==> src/rtl/apb_master_engine_if.sv <==
// ----------------------------------------------------------------------------
// apb_master_engine_if
//   APB bus bundle between the burst engine (master) and an APB fabric or
//   slave model. Signal names keep the engine's point of view: *_o are driven
//   by the master, *_i are driven by the slave side.
//
//   paddr_o   : APB address
//   psel_o    : two slave selects, [0] = 0x0001_F000..0x0001_FFFF,
//               [1] = 0x0002_F000..0x0002_FFFF
//   penable_o : APB enable (ACCESS phase)
//   pwrite_o  : 1 = write, 0 = read
//   pwdata_o  : write data
//   prdata_i  : read data
//   pready_i  : slave ready, ends the ACCESS phase
//   pslverr_i : slave error, qualified by pready_i
//
//   Handshake: a transfer is a one-cycle SETUP phase (psel != 0, penable = 0)
//   followed by ACCESS cycles (penable = 1) with address, select, direction
//   and write data held stable; the transfer ends on the first ACCESS cycle
//   in which pready_i is 1, and prdata_i / pslverr_i are sampled only then.
// ----------------------------------------------------------------------------
interface apb_master_engine_if #(
  parameter int ADDR_WIDTH = 32,
  parameter int DATA_WIDTH = 32
);
  logic [ADDR_WIDTH-1:0] paddr_o;
  logic [1:0]            psel_o;
  logic                  penable_o;
  logic                  pwrite_o;
  logic [DATA_WIDTH-1:0] pwdata_o;
  logic [DATA_WIDTH-1:0] prdata_i;
  logic                  pready_i;
  logic                  pslverr_i;

  modport master (
    output paddr_o, psel_o, penable_o, pwrite_o, pwdata_o,
    input  prdata_i, pready_i, pslverr_i
  );

  modport slave (
    input  paddr_o, psel_o, penable_o, pwrite_o, pwdata_o,
    output prdata_i, pready_i, pslverr_i
  );
endinterface

==> src/rtl/apb_master_engine.sv <==
// ----------------------------------------------------------------------------
// apb_master_engine
//   Runs read or write bursts of 1..16 beats on an APB bus. Each beat is one
//   APB transfer at an address 4 bytes above the previous one; every beat is
//   decoded on its own into one of two slave windows. Write data comes from a
//   small FIFO that may be filled at any time, including before the burst.
//
//   clk, rst        : clock (rising edge), synchronous active-high reset
//   wr_trans_i      : one-cycle write burst start (ignored when busy)
//   rd_trans_i      : one-cycle read burst start (wins over wr_trans_i)
//   trans_addr_i    : burst start address
//   burst_len_i     : number of beats minus one
//   wdata_i         : write data, pushed with wdata_push_i
//   wdata_push_i    : push request; dropped while the FIFO is full
//   wdata_full_o    : FIFO full
//   read_data_o     : data of the last completed read beat
//   trans_done_o    : one-cycle pulse per completed beat
//   trans_error_o   : beat error, valid with trans_done_o
//   busy_o          : burst in progress
//   dbg_state_o     : current FSM state (IDLE=0, WAIT_WDATA=1, SETUP=2,
//                     ACCESS=3)
//   apb             : APB master port
//
//   All outputs are registers. A beat whose address hits no window never
//   reaches the bus and completes with an error; a beat whose slave never
//   raises pready_i is aborted with an error after 16 ACCESS cycles. Errors
//   do not end the burst.
// ----------------------------------------------------------------------------
module apb_master_engine #(
  parameter int ADDR_WIDTH = 32,
  parameter int DATA_WIDTH = 32,
  parameter int FIFO_DEPTH = 4
) (
  input  logic                  clk,
  input  logic                  rst,
  input  logic                  wr_trans_i,
  input  logic                  rd_trans_i,
  input  logic [ADDR_WIDTH-1:0] trans_addr_i,
  input  logic [3:0]            burst_len_i,
  input  logic [DATA_WIDTH-1:0] wdata_i,
  input  logic                  wdata_push_i,
  output logic                  wdata_full_o,
  output logic [DATA_WIDTH-1:0] read_data_o,
  output logic                  trans_done_o,
  output logic                  trans_error_o,
  output logic                  busy_o,
  output logic [1:0]            dbg_state_o,
  apb_master_engine_if.master   apb
);

  localparam logic [1:0] S_IDLE       = 2'd0;
  localparam logic [1:0] S_WAIT_WDATA = 2'd1;
  localparam logic [1:0] S_SETUP      = 2'd2;
  localparam logic [1:0] S_ACCESS     = 2'd3;

  // FIFO_DEPTH is a power of two >= 2, so the pointers wrap on their own.
  localparam int PTR_W = (FIFO_DEPTH > 1) ? $clog2(FIFO_DEPTH) : 1;
  localparam int CNT_W = PTR_W + 1;

  // Window decode: a window is one 4 KiB page.
  function automatic logic [1:0] decode(input logic [ADDR_WIDTH-1:0] a);
    logic [ADDR_WIDTH-1:0] page;
    page   = a >> 12;
    decode = 2'b00;
    if (page == ADDR_WIDTH'(32'h1F))      decode = 2'b01;
    else if (page == ADDR_WIDTH'(32'h2F)) decode = 2'b10;
  endfunction

  // FSM and burst context
  logic [1:0]            state_q, state_d;
  logic                  live_q, live_d;   // SETUP outputs already on the bus
  logic [ADDR_WIDTH-1:0] addr_q, addr_d;
  logic [3:0]            len_q, len_d;
  logic [3:0]            beat_q, beat_d;
  logic                  dir_q, dir_d;     // 1 = write
  logic [4:0]            wd_q, wd_d;

  // Registered outputs
  logic [ADDR_WIDTH-1:0] paddr_q, paddr_d;
  logic [1:0]            psel_q, psel_d;
  logic                  penable_q, penable_d;
  logic                  pwrite_q, pwrite_d;
  logic [DATA_WIDTH-1:0] pwdata_q, pwdata_d;
  logic                  done_q, done_d;
  logic                  err_q, err_d;
  logic [DATA_WIDTH-1:0] rdata_q, rdata_d;
  logic                  busy_q, busy_d;
  logic                  full_q, full_d;

  // Write-data FIFO
  logic [DATA_WIDTH-1:0] mem_q [FIFO_DEPTH];
  logic [PTR_W-1:0]      wr_ptr_q, rd_ptr_q;
  logic [CNT_W-1:0]      count_q, count_d;
  logic                  push_ok, pop;

  // Combinational helpers
  logic                  load_setup, finish;
  logic [ADDR_WIDTH-1:0] setup_addr;
  logic                  setup_dir;

  always_comb begin
    state_d    = state_q;
    live_d     = live_q;
    addr_d     = addr_q;
    len_d      = len_q;
    beat_d     = beat_q;
    dir_d      = dir_q;
    wd_d       = wd_q;
    paddr_d    = paddr_q;
    psel_d     = psel_q;
    penable_d  = penable_q;
    pwrite_d   = pwrite_q;
    pwdata_d   = pwdata_q;
    done_d     = 1'b0;
    err_d      = 1'b0;
    rdata_d    = rdata_q;
    pop        = 1'b0;
    load_setup = 1'b0;
    finish     = 1'b0;
    setup_addr = addr_q;
    setup_dir  = dir_q;

    case (state_q)
      S_IDLE: begin
        setup_addr = trans_addr_i;
        if (rd_trans_i) begin
          addr_d     = trans_addr_i;
          len_d      = burst_len_i;
          beat_d     = 4'd0;
          dir_d      = 1'b0;
          setup_dir  = 1'b0;
          state_d    = S_SETUP;
          load_setup = 1'b1;
        end else if (wr_trans_i) begin
          addr_d    = trans_addr_i;
          len_d     = burst_len_i;
          beat_d    = 4'd0;
          dir_d     = 1'b1;
          setup_dir = 1'b1;
          if (count_q != '0) begin
            state_d    = S_SETUP;
            load_setup = 1'b1;
          end else begin
            state_d = S_WAIT_WDATA;
          end
        end
      end

      S_WAIT_WDATA: begin
        if (count_q != '0) begin
          state_d    = S_SETUP;
          load_setup = 1'b1;
        end
      end

      S_SETUP: begin
        if (!live_q) begin
          // Entered from a completed beat: the done cycle showed an idle
          // bus, so the SETUP phase of this beat goes out now.
          load_setup = 1'b1;
        end else if (psel_q != 2'b00) begin
          state_d   = S_ACCESS;
          penable_d = 1'b1;
          wd_d      = 5'd0;
        end else begin
          // No window hit: the beat never touches the bus.
          finish  = 1'b1;
          err_d   = 1'b1;
          rdata_d = '0;
        end
      end

      S_ACCESS: begin
        if (apb.pready_i) begin
          finish = 1'b1;
          err_d  = apb.pslverr_i;
          if (!dir_q) rdata_d = apb.prdata_i;
        end else if (wd_q == 5'd15) begin
          finish  = 1'b1;
          err_d   = 1'b1;
          rdata_d = '0;
        end else begin
          wd_d = wd_q + 5'd1;
        end
      end

      default: state_d = S_IDLE;
    endcase

    if (finish) begin
      done_d    = 1'b1;
      psel_d    = 2'b00;
      penable_d = 1'b0;
      pop       = dir_q;
      if (beat_q == len_q) begin
        state_d = S_IDLE;
      end else begin
        addr_d  = addr_q + ADDR_WIDTH'(4);
        beat_d  = beat_q + 4'd1;
        state_d = S_SETUP;
        live_d  = 1'b0;
      end
    end

    push_ok = wdata_push_i && !full_q;
    count_d = count_q + CNT_W'(push_ok) - CNT_W'(pop);

    // Next write beat with no data left after this pop waits for a push.
    if (finish && (beat_q != len_q) && dir_q && (count_d == '0)) begin
      state_d = S_WAIT_WDATA;
    end

    if (load_setup) begin
      live_d    = 1'b1;
      paddr_d   = setup_addr;
      psel_d    = decode(setup_addr);
      penable_d = 1'b0;
      pwrite_d  = setup_dir;
      pwdata_d  = setup_dir ? mem_q[rd_ptr_q] : '0;
    end

    busy_d = (state_d != S_IDLE);
    full_d = (count_d == CNT_W'(FIFO_DEPTH));
  end

  always_ff @(posedge clk) begin
    if (rst) begin
      state_q   <= S_IDLE;
      live_q    <= 1'b0;
      addr_q    <= '0;
      len_q     <= '0;
      beat_q    <= '0;
      dir_q     <= 1'b0;
      wd_q      <= '0;
      paddr_q   <= '0;
      psel_q    <= '0;
      penable_q <= 1'b0;
      pwrite_q  <= 1'b0;
      pwdata_q  <= '0;
      done_q    <= 1'b0;
      err_q     <= 1'b0;
      rdata_q   <= '0;
      busy_q    <= 1'b0;
      full_q    <= 1'b0;
      wr_ptr_q  <= '0;
      rd_ptr_q  <= '0;
      count_q   <= '0;
    end else begin
      state_q   <= state_d;
      live_q    <= live_d;
      addr_q    <= addr_d;
      len_q     <= len_d;
      beat_q    <= beat_d;
      dir_q     <= dir_d;
      wd_q      <= wd_d;
      paddr_q   <= paddr_d;
      psel_q    <= psel_d;
      penable_q <= penable_d;
      pwrite_q  <= pwrite_d;
      pwdata_q  <= pwdata_d;
      done_q    <= done_d;
      err_q     <= err_d;
      rdata_q   <= rdata_d;
      busy_q    <= busy_d;
      full_q    <= full_d;
      count_q   <= count_d;
      if (push_ok) wr_ptr_q <= wr_ptr_q + PTR_W'(1);
      if (pop)     rd_ptr_q <= rd_ptr_q + PTR_W'(1);
    end
  end

  // Storage needs no reset; the pointers define what is valid.
  always_ff @(posedge clk) begin
    if (push_ok) mem_q[wr_ptr_q] <= wdata_i;
  end

  assign wdata_full_o  = full_q;
  assign read_data_o   = rdata_q;
  assign trans_done_o  = done_q;
  assign trans_error_o = err_q;
  assign busy_o        = busy_q;
  assign dbg_state_o   = state_q;

  assign apb.paddr_o   = paddr_q;
  assign apb.psel_o    = psel_q;
  assign apb.penable_o = penable_q;
  assign apb.pwrite_o  = pwrite_q;
  assign apb.pwdata_o  = pwdata_q;

endmodule

==> src/flat_wrapper.sv <==
// flat-port wrapper written by rule: the top's interface ports become plain ports
module apb_master_engine_flat 
#(
  parameter int ADDR_WIDTH = 32,
  parameter int DATA_WIDTH = 32,
  parameter int FIFO_DEPTH = 4
)
  (clk, rst, wr_trans_i, rd_trans_i, trans_addr_i, burst_len_i, wdata_i, wdata_push_i, wdata_full_o, read_data_o, trans_done_o, trans_error_o, busy_o, dbg_state_o, apb_paddr_o, apb_psel_o, apb_penable_o, apb_pwrite_o, apb_pwdata_o, apb_prdata_i, apb_pready_i, apb_pslverr_i);
  apb_master_engine_if #(.ADDR_WIDTH(ADDR_WIDTH), .DATA_WIDTH(DATA_WIDTH)) apb_i ();
  input  logic clk;
  input  logic rst;
  input  logic wr_trans_i;
  input  logic rd_trans_i;
  input  logic [ADDR_WIDTH-1:0] trans_addr_i;
  input  logic [3:0] burst_len_i;
  input  logic [DATA_WIDTH-1:0] wdata_i;
  input  logic wdata_push_i;
  output logic wdata_full_o;
  output logic [DATA_WIDTH-1:0] read_data_o;
  output logic trans_done_o;
  output logic trans_error_o;
  output logic busy_o;
  output logic [1:0] dbg_state_o;
  output wire logic [$bits(apb_i.paddr_o)-1:0] apb_paddr_o;
  output wire logic [$bits(apb_i.psel_o)-1:0] apb_psel_o;
  output wire logic [$bits(apb_i.penable_o)-1:0] apb_penable_o;
  output wire logic [$bits(apb_i.pwrite_o)-1:0] apb_pwrite_o;
  output wire logic [$bits(apb_i.pwdata_o)-1:0] apb_pwdata_o;
  input wire logic [$bits(apb_i.prdata_i)-1:0] apb_prdata_i;
  input wire logic [$bits(apb_i.pready_i)-1:0] apb_pready_i;
  input wire logic [$bits(apb_i.pslverr_i)-1:0] apb_pslverr_i;
  assign apb_paddr_o = apb_i.paddr_o;
  assign apb_psel_o = apb_i.psel_o;
  assign apb_penable_o = apb_i.penable_o;
  assign apb_pwrite_o = apb_i.pwrite_o;
  assign apb_pwdata_o = apb_i.pwdata_o;
  assign apb_i.prdata_i = apb_prdata_i;
  assign apb_i.pready_i = apb_pready_i;
  assign apb_i.pslverr_i = apb_pslverr_i;
  apb_master_engine #(.ADDR_WIDTH(ADDR_WIDTH), .DATA_WIDTH(DATA_WIDTH), .FIFO_DEPTH(FIFO_DEPTH)) u_core (.clk(clk), .rst(rst), .wr_trans_i(wr_trans_i), .rd_trans_i(rd_trans_i), .trans_addr_i(trans_addr_i), .burst_len_i(burst_len_i), .wdata_i(wdata_i), .wdata_push_i(wdata_push_i), .wdata_full_o(wdata_full_o), .read_data_o(read_data_o), .trans_done_o(trans_done_o), .trans_error_o(trans_error_o), .busy_o(busy_o), .dbg_state_o(dbg_state_o), .apb(apb_i));
endmodule
==> config.mk <==
export PLATFORM = sky130hd
export DESIGN_NAME = apb_master_engine_flat
export DESIGN_NICKNAME = d
export VERILOG_FILES = /design/src/rtl/apb_master_engine_if.sv /design/src/rtl/apb_master_engine.sv /design/src/flat_wrapper.sv
export SDC_FILE = /design/constraint.sdc
export NUM_CORES = 1
export LEC_CHECK = 0
export ABC_AREA = 1
export BUFFER_PORTS_ARGS = -buffer_cell sky130_fd_sc_hd__buf_2
export CAP_MARGIN = 20
export CORE_ASPECT_RATIO = 1.25
export CORE_MARGIN = 3
export CORE_UTILIZATION = 35
export DETAILED_ROUTE_END_ITERATION = 12
export PLACE_DENSITY_LB_ADDON = 0.25
export SLEW_MARGIN = 20
export SYNTH_ARGS = -nofsm -noshare
export SYNTH_HDL_FRONTEND = slang
export SYNTH_SLANG_ARGS = --single-unit
==> constraint.sdc <==
create_clock -name clk -period 2.9 [get_ports clk]
set_input_delay 0.58 -clock clk [delete_from_list [all_inputs] [get_ports clk]]
set_output_delay 0.58 -clock clk [all_outputs]
set_load 0.005 [all_outputs]
# Word-level counts from Yosys, hierarchy flattened
# Memory sizes are Yosys's and may differ from the RTL's. A register that Yosys moved wholly into a read port is not among the register bits.
# Cells that the tools add are included.
# W data, S select, Z words.
dict set report op_classes {
  n_addsub 7
  eq_ne 17
  n_mux 63
  reduce_logical 19
}
# cell n
set ops {}
lappend ops {{$mux W32} 12}
lappend ops {{$pmux W32 S2} 1}
lappend ops {{$add A32 B3 Y32 const B} 1}
lappend ops {{$mux W2} 15}
lappend ops {{$mux W4} 7}
lappend ops {{$eq A20 B5 Y1 const B} 1}
lappend ops {{$eq A20 B6 Y1 const B} 1}
lappend ops {{$mux W5} 4}
lappend ops {{$mux W1} 19}
lappend ops {{$pmux W5 S2} 1}
lappend ops {{$reduce_and A5 Y1} 2}
lappend ops {{$reduce_bool A2 Y1} 5}
lappend ops {{$ne A2 B1 Y1 const B} 3}
lappend ops {{$ne A2 B2 Y1 const B} 3}
lappend ops {{$pmux W2 S3} 1}
lappend ops {{$add A5 B1 Y5 const B} 1}
lappend ops {{$eq A5 B4 Y1 const B} 1}
lappend ops {{$add A2 B1 Y2 const B} 2}
lappend ops {{$add A4 B1 Y4 const B} 1}
lappend ops {{$eq A2 B2 Y1 const B} 2}
lappend ops {{$eq A4 B4 Y1} 1}
lappend ops {{$logic_and A1 B1 Y1} 4}
lappend ops {{$ne A4 B4 Y1} 1}
lappend ops {{$pmux W1 S2} 2}
lappend ops {{14 further kinds} 15}
dict set report word_totals {
  ff_bits 160
  ramBits 128
  out_inout_bits 106
  wordCells 127
  n_memories 1
}
# memory depth word_bits rd rd_ports_with_merged_regs write_ports line
set mem_list {}
lappend mem_list {u_core.mem_q 4 32 1 1 1 apb_master_engine.sv:91} ;# logic [DATA_WIDTH-1:0] mem_q [FIFO_DEPTH];

# Depth between registers and ports, before layout
dict set report depth {
  depth_word 10
  mapped_depth 19
}

# Worst setup path before layout
# Ideal clock, no wire load.
dict set report synth_timing {
  path_type {register to register}
  start {register u_core.wd_q[0]}
  end {register u_core.state_q[1], in the netlist u_core.dbg_state_o[1]}
  t_arrival_ps 2725
  t_required_ps 2781
  path_slack_ps 57
  path_stages_with_launch 18
  synth_period_minus_slack_ps 2843
  cell_sequence {dfxtp_1 ha_1 inv_1 nor3_1 ha_1 nor2_1 nor2_2 a31oi_1 nor2_1 ha_1 inv_1 ha_1 inv_1 fa_1 xnor2_1 xor2_1 nand3_1 nor2b_1}
}
dict set report synth_between {
  elab_chain_cells 9
}
# item line
set synth_rtl {}
lappend synth_rtl {{from (decl)} apb_master_engine.sv:76} ;# logic [4:0] wd_q, wd_d;
lappend synth_rtl {{from (signal assigned)} apb_master_engine.sv:255} ;# wd_q <= wd_d;
lappend synth_rtl {{$eq A5 B4 Y1} apb_master_engine.sv:178} ;# end else if (wd_q == 5'd15) begin
lappend synth_rtl {{$mux W1} apb_master_engine.sv:178}
lappend synth_rtl {{$mux W1} apb_master_engine.sv:174} ;# if (apb.pready_i) begin
lappend synth_rtl {{$pmux W1 S2} apb_master_engine.sv:123} ;# case (state_q)
lappend synth_rtl {{$mux W1} apb_master_engine.sv:190} ;# if (finish) begin
lappend synth_rtl {{named net u_core.pop} apb_master_engine.sv:94} ;# logic push_ok, pop;
lappend synth_rtl {{$sub A3 B1 Y3} apb_master_engine.sv:206} ;# count_d = count_q + CNT_W'(push_ok) - CNT_W'(pop);
lappend synth_rtl {{$logic_not A3 Y1} apb_master_engine.sv:209} ;# if (finish && (beat_q != len_q) && dir_q && (count_d == '0)) begin
lappend synth_rtl {{$logic_and A1 B1 Y1} apb_master_engine.sv:209}
lappend synth_rtl {{$mux W2} apb_master_engine.sv:209}
lappend synth_rtl {{to (signal assigned)} apb_master_engine.sv:249} ;# state_q <= state_d;
lappend synth_rtl {{to (decl)} apb_master_engine.sv:70} ;# logic [1:0] state_q, state_d;
# The timed path passes the listed nets, and every way through them passes these cells.
# A chain may end at the register's enable or synchronous reset.

# Worst setup path in the final report
# Same ends and word-level chain as after synthesis.

==> flow_summary_export.csv <==
group,metric,value,unit
worst_setup_path,worstPathRequired,3.34,ns
worst_setup_path,path_cells,"ha_4, inv_4, nor3_4, ha_2, nor2_2, nor2_2, a31oi_2, nor2_2, ha_1, inv_1, ha_2, inv_2, fa_2, nand2_1, nor2_1, nand3_1, nor2b_1",
die,io-pin-count,213,
yosys,syn_area,12400,sq um
sta,min_period,2.75,ns
cts,cts_buffer_depth,3,
yosys,synth_nets,1542,
routing,avgViaCountPerCell,4.90,
routing,avgRoutedWirePerCell,16.2,um
cts,clk_pin_slew,0.06,ns
yosys,synth_top_area_cell,"edfxtp_1",
worst_setup_path,critical_path_class,"register to register",
routing,num_vias,10388,
final_layout,final_cell_mix,"nand2_1, buf_2, nor2_1, dfxtp_1, o21ai_0",
global_route,antenna_found_initial,3,
die,start_util,0.357,
global_route,grt_max_degree,65,
sta,worstMarginPinSlew,0.644,ns
routing,first_iter_violations,726,
sta,finalClockSkew,0.00801,ns
worst_setup_path,worst_path_max_delay_cell,"fa_2",
final_layout,area_growth,22.4,%
yosys,synthCells,1424,
sta,finalHoldViolations,0,
die,die_w,174,um
final_layout,final_common_cell,"nand2_1",
yosys,synth.area.top_cells,"edfxtp_1, dfxtp_1, nand2_1, nor2_1, o21ai_0",
worst_setup_path,end_kind,"register",
routing,drcViolationCount,0,
global_route,grt_overflow_total,0,
final_layout,fill_cells,3419,
cts,cts_tree,"done",
yosys,synth_top_area_frac,0.310,
job,cap_violations,0,
yosys,netlist-cell-type-count,46,
yosys,synth_seq_area_share,0.572,
cts,cts_root_buf,"clkbuf_16",
sta,slew_violations,0,
worst_setup_path,worst-path-max-fanout,2,
power_and_ir_drop,ir_drop,466,uV
final_layout,nNetsFinal,1747,
worst_setup_path,path_buf_inv,3,
cts,clk_latency,0.56,ns
die,die_h,216,um
sta,relSlewSlack,0.571,
worst_setup_path,critPathMaxStageDelay,0.53,ns
final_layout,final_util,0.437,
worst_setup_path,start_kind,"register",
cts,cts_made_buffers,30,
placed_design,hpwl,23.0,mm
worst_setup_path,critPathTopFamily,"adder cells",
worst_hold_path,hp-class,"primary input to register",
sta,rsz0062_at_grt,"true",
yosys,ys.warnings.count,0,
die,core_area,34700,sq um
power_and_ir_drop,powerDensity,872,nW/um^2
final_layout,drive_above_1_share,0.209,
global_route,grt_pass1_vias,9948,
sta,fin_crit_sh,0.950,
die,row_count,76,
worst_setup_path,crit_top_cell,"nor2_2",
final_layout,multi_input_area,4700,sq um
yosys,syn_avg_cell_area,8.70,sq um
routing,wl,34.3,mm
power_and_ir_drop,finalPower,13.2,mW
global_route,grt_pass1_wl,53.7,mm
worst_setup_path,critical_path_arrival,3.19,ns
outcome,outcome,"complete, no violations",
power_and_ir_drop,p_leak,6.22,nW
die,dieArea,37700,sq um
sta,setup_viol_count_final,0,
placed_design,port_buffers,212,
routing,dr.pass1.iters,5,
placed_design,gp_congestion,0.934,
yosys,synth-seq-cells,290,
sta,clock.fmax,363,MHz
global_route,globalRouteTotalUtil,0.176,
routing,detail-route-antenna-nets,0,
cts,cts.sinks,290,
final_layout,ff_latch_area,7090,sq um
cts,htree_num_levels,1,
-- kinds of logic after synthesis --
group	synth area share
muxes	0.000808
xor gates and xnor gates	0.0134
AOI/OAI and AO/OA	0.133
buffers and inverters	0.0554
and+or+nand+nor	0.214
adders and majority gates	0.0117
DFF	0.572
-- cell usage after synthesis (all sizes together) --
| cell type | instances |
|---|---|
| nand2 | 338 |
| nor2 | 190 |
| dfxtp | 162 |
| o21ai | 143 |
| edfxtp | 128 |
| a21oi | 92 |
| inv | 90 |
| nand3 | 75 |
| clkbuf | 45 |
| o22ai | 33 |
| buf | 27 |
| nor3 | 20 |
| a211oi | 16 |
| xor2 | 16 |
| a31oi | 14 |
| ha | 10 |
| nand4 | 4 |
| or2 | 3 |
| xnor2 | 3 |
| nand3b | 2 |
| nor4 | 2 |
| o211ai | 2 |
| o21a | 2 |
| and3 | 1 |
| clkinv | 1 |
| fa | 1 |
| mux2i | 1 |
| nor2b | 1 |
| o211a | 1 |
| o31ai | 1 |
-- report_power, final --
group          internal, mW  switching (mW)  total, mW
Sequential             4.97           0.449       5.42
Clock                  2.50            1.65       4.15
Combinational          1.20            2.46       3.66
-- metal layers --
metal / track usage / wire length, um
met1: 0.214 / 14400
met3: 0.0261 / 1610
met5: 0 / 27
met2: 0.319 / 17400
met4: 0.0547 / 921
-- worst reg2reg max path, cell delays in order, from the launching register on --
cell and delay, ns:
dfxtp_2 0.34, ha_4 0.17, inv_4 0.06, nor3_4 0.03, ha_2 0.19, nor2_2 0.09, nor2_2 0.05, a31oi_2 0.18
nor2_2 0.06, ha_1 0.28, inv_1 0.06, ha_2 0.16, inv_2 0.04, fa_2 0.53, nand2_1 0.08, nor2_1 0.09
nand3_1 0.09, nor2b_1 0.14
-- worst paths after layout --
path,slack (ns),cells past startpoint,from,end
setup / recovery,0.15,17,u_core.wd_q[0],u_core.dbg_state_o[1]
hold reg to reg,0.46,2,u_core.read_data_o[14],u_core.read_data_o[14]
setup reg to reg,0.15,17,u_core.wd_q[0],u_core.dbg_state_o[1]
hold / removal,0.24,1,wdata_i[24],u_core.mem_q[2][24]
-- flip-flops by register name, summed over array words and instances, names as in the netlist, named ones only --
name,flops
u_core.rd_ptr_q,2
u_core.apb.pwdata_o,32
u_core.count_q,3
u_core.apb.paddr_o,32
u_core.busy_o,1
u_core.dir_q,1
u_core.read_data_o,32
u_core.trans_done_o,1
u_core.live_q,1
u_core.wd_q,5
u_core.apb.psel_o,2
u_core.mem_q,128
u_core.dbg_state_o,2
u_core.wdata_full_o,1
u_core.apb.pwrite_o,1
u_core.wr_ptr_q,2
u_core.trans_error_o,1
u_core.apb.penable_o,1
u_core.len_q,4
u_core.beat_q,4
u_core.addr_q,32
-- metrics by stage --
stage               TNS [ns]  hold slack [ns]  setup WS (ns)  instance area, sq um  instances
global placement     -0.0373            0.446        -0.0150                 14000       2062
floorplan                  0            0.435         0.0565                 12400       1424
global route          -0.160            0.213        -0.0641                 15200       2122
CTS                        0            0.203        0.00446                 15100       2119
finish                     0            0.236          0.146                 15200       2122
detailed placement   -0.0862            0.452        -0.0336                 14000       2062
-- final cells by class --
type                            instances  share of cell area
Sequential cell                       290               0.468
Multi-Input combinational cell        971               0.310
Timing Repair Buffer                  245              0.0898
Clock buffer                           37              0.0553
Tap cell                              468              0.0386
Inverter                               91              0.0229
Clock inverter                         19              0.0157
Antenna cell                            1            0.000165
-- what timing repair did --
item,in CTS,in global routing
setup buffers,1,2
pin swaps,5,5
endpoints found under the setup margin,4,5
hold buffers,0,0
gates resized for setup,2,14
Power figures use the tool's default switching activity.
